## config.mk

```make
export PLATFORM = sky130hd
export DESIGN_NAME = lfsr_stream_cipher_flat
export DESIGN_NICKNAME = d
export VERILOG_FILES = /design/src/rtl/lfsr_stream_cipher_if.sv /design/src/rtl/lfsr_stream_cipher.sv /design/src/flat_wrapper.sv
export SDC_FILE = /design/constraint.sdc
export NUM_CORES = 1
export LEC_CHECK = 0
export ABC_AREA = 0
export BUFFER_PORTS_ARGS = -buffer_cell sky130_fd_sc_hd__buf_2
export CORE_ASPECT_RATIO = 0.7
export CORE_MARGIN = 5
export CORE_UTILIZATION = 48
export DETAILED_ROUTE_END_ITERATION = 7
export PLACE_DENSITY_LB_ADDON = 0.1
export SLEW_MARGIN = 20
export SYNTH_ARGS = -nofsm -noshare
export SYNTH_HDL_FRONTEND = slang
export SYNTH_SLANG_ARGS = --single-unit
```

## constraint.sdc

```tcl
create_clock -name clk -period 1.69 [get_ports clk]
set_clock_uncertainty 0.1 [all_clocks]
set_input_delay 0.0845 -clock clk [delete_from_list [all_inputs] [get_ports clk]]
set_output_delay 0.0845 -clock clk [all_outputs]
set_load 0.005 [all_outputs]
```

## src/rtl/lfsr_stream_cipher_if.sv

```systemverilog
// Valid/ready word stream between the cipher and its neighbours.
// The producer uses the master modport; the consumer uses the slave modport.
interface lfsr_stream_cipher_if #(
    parameter int DATA_W = 8
);
    logic              valid;
    logic              ready;
    logic [DATA_W-1:0] data;

    modport master (output valid, output data, input ready);
    modport slave  (input valid, input data, output ready);
endinterface

```

## src/rtl/lfsr_stream_cipher.sv

```systemverilog
// LFSR keystream XOR cipher with a registered valid/ready output stage.
// The same block both encrypts and decrypts; the seed can be reloaded at run time.
module lfsr_stream_cipher #(
    parameter int                DATA_W = 8,
    parameter int                LFSR_W = 16,
    parameter logic [LFSR_W-1:0] TAPS   = 16'hB400,
    parameter logic [LFSR_W-1:0] SEED   = 16'hACE1,
    parameter int                CNT_W  = 16
) (
    input  logic                 clk,
    input  logic                 rst,
    lfsr_stream_cipher_if.slave  i_in,
    lfsr_stream_cipher_if.master o_out,
    input  logic                 i_seed_load,
    input  logic [LFSR_W-1:0]    i_seed_in,
    output logic [CNT_W-1:0]     o_word_cnt,
    output logic                 o_busy
);

    typedef enum logic {ST_RUN, ST_LOAD} state_t;

    state_t              r_state;
    state_t              w_state_nxt;
    logic                w_load_en;
    logic [LFSR_W-1:0]   r_lfsr;
    logic [DATA_W-1:0]   r_out_data;
    logic                r_out_valid;
    logic [CNT_W-1:0]    r_word_cnt;
    logic                w_in_ready;
    logic                w_xfer_in;
    logic                w_xfer_out;
    logic [DATA_W-1:0]   w_key;
    logic [LFSR_W-1:0]   w_seed_eff;
    logic [LFSR_W-1:0]   w_lfsr_adv;

    // DATA_W Fibonacci steps in one go; an all-zero state would never leave zero, so reseed.
    function automatic logic [LFSR_W-1:0] lfsr_advance(input logic [LFSR_W-1:0] s);
        logic [LFSR_W-1:0] v;
        v = s;
        for (int k = 0; k < DATA_W; k++) begin
            v = {v[LFSR_W-2:0], ^(v & TAPS)};
        end
        if (s == '0) begin
            v = SEED;
        end
        return v;
    endfunction

    assign w_key      = r_lfsr[DATA_W-1:0];
    assign w_lfsr_adv = lfsr_advance(r_lfsr);
    assign w_seed_eff = (i_seed_in == '0) ? SEED : i_seed_in;

    assign w_in_ready = (r_state == ST_RUN) & ~i_seed_load & (~r_out_valid | o_out.ready);
    assign w_xfer_in  = i_in.valid & w_in_ready;
    assign w_xfer_out = r_out_valid & o_out.ready;

    always_comb begin
        w_state_nxt = r_state;
        w_load_en   = 1'b0;
        case (r_state)
            ST_RUN: begin
                if (i_seed_load) begin
                    w_state_nxt = ST_LOAD;
                    w_load_en   = 1'b1;
                end
            end
            ST_LOAD: begin
                w_state_nxt = ST_RUN;
                if (i_seed_load) begin
                    w_state_nxt = ST_LOAD;
                    w_load_en   = 1'b1;
                end
            end
            default: w_state_nxt = ST_RUN;
        endcase
    end

    always_ff @(posedge clk or posedge rst) begin
        if (rst) begin
            r_state <= ST_RUN;
        end else begin
            r_state <= w_state_nxt;
        end
    end

    always_ff @(posedge clk or posedge rst) begin
        if (rst) begin
            r_lfsr     <= SEED;
            r_word_cnt <= '0;
        end else if (w_load_en) begin
            r_lfsr     <= w_seed_eff;
            r_word_cnt <= '0;
        end else if (w_xfer_in) begin
            r_lfsr     <= w_lfsr_adv;
            r_word_cnt <= r_word_cnt + CNT_W'(1);
        end
    end

    // A drain and an accept on the same edge keep the stage full: one word per clock.
    always_ff @(posedge clk or posedge rst) begin
        if (rst) begin
            r_out_valid <= 1'b0;
            r_out_data  <= '0;
        end else if (w_xfer_in) begin
            r_out_valid <= 1'b1;
            r_out_data  <= i_in.data ^ w_key;
        end else if (w_xfer_out) begin
            r_out_valid <= 1'b0;
        end
    end

    assign i_in.ready  = w_in_ready;
    assign o_out.valid = r_out_valid;
    assign o_out.data  = r_out_data;
    assign o_word_cnt  = r_word_cnt;
    assign o_busy      = r_out_valid | (r_state == ST_LOAD);

endmodule

```

## src/flat_wrapper.sv

```systemverilog
// flat-port wrapper written by rule: the top's interface ports become plain ports
module lfsr_stream_cipher_flat 
#(
    parameter int                DATA_W = 8,
    parameter int                LFSR_W = 16,
    parameter logic [LFSR_W-1:0] TAPS   = 16'hB400,
    parameter logic [LFSR_W-1:0] SEED   = 16'hACE1,
    parameter int                CNT_W  = 16
)
  (clk, rst, i_seed_load, i_seed_in, o_word_cnt, o_busy, i_in_valid, i_in_data, i_in_ready, o_out_valid, o_out_data, o_out_ready);
  lfsr_stream_cipher_if #(.DATA_W(DATA_W)) i_in_i ();
  lfsr_stream_cipher_if #(.DATA_W(DATA_W)) o_out_i ();
  input  logic clk;
  input  logic rst;
  input  logic i_seed_load;
  input  logic [LFSR_W-1:0] i_seed_in;
  output logic [CNT_W-1:0] o_word_cnt;
  output logic o_busy;
  input wire logic [$bits(i_in_i.valid)-1:0] i_in_valid;
  input wire logic [$bits(i_in_i.data)-1:0] i_in_data;
  output wire logic [$bits(i_in_i.ready)-1:0] i_in_ready;
  output wire logic [$bits(o_out_i.valid)-1:0] o_out_valid;
  output wire logic [$bits(o_out_i.data)-1:0] o_out_data;
  input wire logic [$bits(o_out_i.ready)-1:0] o_out_ready;
  assign i_in_i.valid = i_in_valid;
  assign i_in_i.data = i_in_data;
  assign i_in_ready = i_in_i.ready;
  assign o_out_valid = o_out_i.valid;
  assign o_out_data = o_out_i.data;
  assign o_out_i.ready = o_out_ready;
  lfsr_stream_cipher #(.DATA_W(DATA_W), .LFSR_W(LFSR_W), .TAPS(TAPS), .SEED(SEED), .CNT_W(CNT_W)) u_core (.clk(clk), .rst(rst), .i_in(i_in_i), .o_out(o_out_i), .i_seed_load(i_seed_load), .i_seed_in(i_seed_in), .o_word_cnt(o_word_cnt), .o_busy(o_busy));
endmodule
```

==> flow_metrics.tcl <==
set metrics [dict create \
    yosys-top-cells-area "dfrtp_1 (38%), xnor2_1 (10%), dfstp_2 (9.3%), inv_1 (4.2%), o21ai_0 (4.0%)" \
    layout-area-overhead-vs-synth_pct 47.6 \
    detail-route-antenna-nets 0 \
    grt_pass1_wl_um 10300 \
    fin_crit_sh_pct 101 \
    finalNetCount 383 \
    clockRootBuffer "clkbuf_8" \
    drc 0 \
    yosysTopAreaCell "dfrtp_1" \
    path_buf_inv 3 \
    syn_nets 264 \
    numCtsBuffers 5 \
    syn_area_per_cell_um2 9.80 \
    fp.dieArea_um2 6190 \
    yosysUniqueCellTypes 41 \
    grt_usage_pct 21.4 \
    maxSlewViolCount 0 \
    synthAdderAreaFrac_pct 2.78 \
    synth_top_family_by_area "simple AND/OR/NAND/NOR gates" \
    synth_seq_cells 42 \
    grt_max_degree 43 \
    hold_path_class "in -> reg" \
    synthSimpleGateAreaFrac_pct 16.4 \
    power_uw 2660 \
    layout_min_cycle_time_ns 1.71 \
    reg2reg_slack_ns -0.01 \
    swShare_pct 29.9 \
    cp.arrival_ns 1.80 \
    worst_path_max_delay_cell "dlygate4sd3_1" \
    setup_viol 3 \
    drt_iter0_drc 190 \
    netlist.area_leader.share_pct 37.8 \
    max_stage_delay_ns 0.53 \
    cts_tree "built" \
    worst_skew_pair.late_latency_ns 0.29 \
    worstHoldPathCells 3 \
    dr.pass1.iters 6 \
    crit_family "buffers and inverters" \
    power_frac_comb_pct 29.1 \
    drive_above_1_share_pct 40.0 \
    r2r_start "u_core.r_lfsr[7]" \
    syn_inst 230 \
    syn_area_um2 2250 \
    hp-start "i_seed_in[9]" \
    grt_overflow 0 \
    pwr-share-clk_pct 25.5 \
    routed_wirelength_um 6390 \
    synth_warnings 0 \
    synth.area.mux_share_pct 1.78 \
    clock.fmax_mhz 586 \
    worst_slack_ns -0.0157 \
    io_buffer_count 55 \
    coreArea_um2 4430 \
    status "finished with violations" \
    max_cap_viol_count 0 \
    mostFrequentLayoutCell "buf_2" \
    place_congestion 0.904 \
    n_antenna_cell 0 \
    whs_endpoint "u_core.r_lfsr[9]" \
    path_cells "dlygate4sd3_1 -> buf_2 -> nor4_1 -> a41oi_2 -> buf_4 -> a222oi_1" \
    viasPerCell 5.44 \
    synth-compound-area-share_pct 13.4 \
    vias 2204 \
    rr_endpoint "u_core.r_lfsr[5]" \
    die_x_um 91.9 \
    timing.slew.headroom_pct 65.6 \
    cts_buffer_depth 2 \
    cts_sinks 42 \
    start_util_pct 50.9 \
    io_pins 56 \
    p_leak_uw 0.00161 \
    max-vdd-ir-drop_v 0.000411 \
    r2r_cells 6 \
    required_ns 1.78 \
    die_y_um 67.3 \
    ctsHtreeMaxLevel 2 \
    violations "setup timing" \
    switchingPower_uw 796 \
    rsz0062_at_grt "true" \
    hpwlAfterDp_um 4520 \
    instances_no_fill 405 \
    antenna_found_initial 0 \
    worst_pin_slew_ns 0.512 \
    rows 20 \
    dp_cells 370 \
    seqPwrFrac_pct 45.4 \
    power_density_nw_per_um2 801 \
    seq_area_frac_synth_pct 47.1 \
    grt_pass1_vias 2017 \
    clk_pin_slew_ns 0.08 \
    layout_common_cells "buf_2 (55), buf_4 (44), dfrtp_1 (34)" \
    synthXorXnorAreaFrac_pct 12.4 \
    cp-start-kind "primary input" \
    critPathCaptureType "register" \
    criticalPathCategory "in -> reg" \
    place_ws_ns -0.131 \
    crit_fanout 5 \
    p_int_uw 1870 \
    fillers 316 \
    wl_per_cell_um 15.8 \
    setup_tns_ns -0.0311 \
    hold_viol_final 0 \
]
-- metrics by stage --
step	cell area [µm²]	util, %	hold WS, ns
6_report	3330	75.1	0.000429
4_1_cts	3180	71.8	0.00166
2_1_floorplan	2260	-	0.0159
5_1_grt	3330	75.1	0.0105
3_3_place_gp	2850	64.3	0.150
3_5_place_dp	2850	64.3	0.146
-- worst max path at each step --
stage | from | endpoint | slack, ns | depth (start not counted)
3_5_place_dp | u_core.r_lfsr[13] | u_core.r_lfsr[5] | -0.13 | 6
2_1_floorplan | u_core.r_lfsr[6] | u_core.r_lfsr[5] | 0.02 | 7
4_1_cts | u_core.o_word_cnt[0] | u_core.o_word_cnt[10] | 0.01 | 5
6_report | i_seed_in[6] | u_core.r_lfsr[10] | -0.02 | 6
3_3_place_gp | u_core.r_lfsr[10] | u_core.r_lfsr[5] | -0.02 | 6
5_1_grt | u_core.r_lfsr[10] | u_core.r_lfsr[5] | -0.11 | 6
-- final cells by class --
type                    instances  area (µm²)  share of cell area [%]
clock buffers                   6        82.6                    2.48
clock inverters                 2        12.5                   0.376
inverters                      25        96.3                    2.90
multi-input cells             154        1180                    35.4
flip-flops and latches         42        1060                    31.9
well taps                      55        68.8                    2.07
repair buffers                121         827                    24.9
-- cells in the mapped netlist --
library cell / n
dfrtp_1: 34
xnor2_1: 26
inv_1: 25
nand2_1: 22
o21ai_0: 18
nor2_1: 11
dfstp_2: 8
a222oi_1: 7
nand4_1: 7
xor2_1: 6
clkbuf_1: 5
ha_1: 5
nor4_1: 5
a21oi_1: 4
a22oi_1: 4
mux2i_1: 4
nand3_1: 4
and3_1: 3
nor4b_1: 3
or3_1: 3
a221oi_1: 2
and2_1: 2
and4_1: 2
o311ai_0: 2
o41ai_1: 2
a31o_2: 1
a31oi_1: 1
a41oi_1: 1
buf_1: 1
buf_2: 1
buf_6: 1
clkbuf_2: 1
nand2b_1: 1
nor2b_1: 1
nor4bb_1: 1
o211ai_1: 1
o31a_1: 1
or2_2: 1
or2_4: 1
or3_4: 1
or4_1: 1
-- worst register-to-register path, cell delays in order, from the launching register on --
cell,delay [ns]
dfstp_2,0.39
inv_4,0.07
ha_4,0.13
nor4bb_4,0.27
nand3_1,0.15
and2_4,0.20
a222oi_1,0.30
-- flip-flops by register name (all words and copies together) (netlist names) --
| register | count |
|---|---|
| u_core.o_word_cnt | 16 |
| u_core.r_state | 1 |
| u_core.o_out.data | 8 |
| u_core.r_lfsr | 16 |
| u_core.o_out.valid | 1 |
-- cells by family (layout without fill, tap and decap cells) --
family,Yosys count,count (layout)
flops,42,42
simple gates,69,69
xor+xnor,32,32
mux,4,4
compound gates,44,44
buf+inv,34,154
fa+ha+maj,5,5
-- power by group through the flow --
stage	registers [µW]	clock network, µW	logic [µW]
after global routing	1230	734	843
final	1210	678	775
after CTS	1200	685	718
after detailed placement	1220	0	674
after floorplan	1230	0	376
after global placement	1210	0	664
-- what timing repair did --
action / CTS / global route
resized for setup: 6 / 21
hold endpoints to repair: 54 / 0
setup endpoints to repair: 12 / 23
buffers inserted: 1 / 5
hold buffers: 21 / 0
pin swaps: 2 / 9
-- per-layer routing --
layer,vias to the layer above,global-route usage (%),wire [µm]
met4,0,4.44,53
li1,1049,-,-
met2,107,30.4,2600
met5,-,0,0
met3,13,4.45,554
met1,1035,33.3,3190
(Power assumes the default switching activity.)
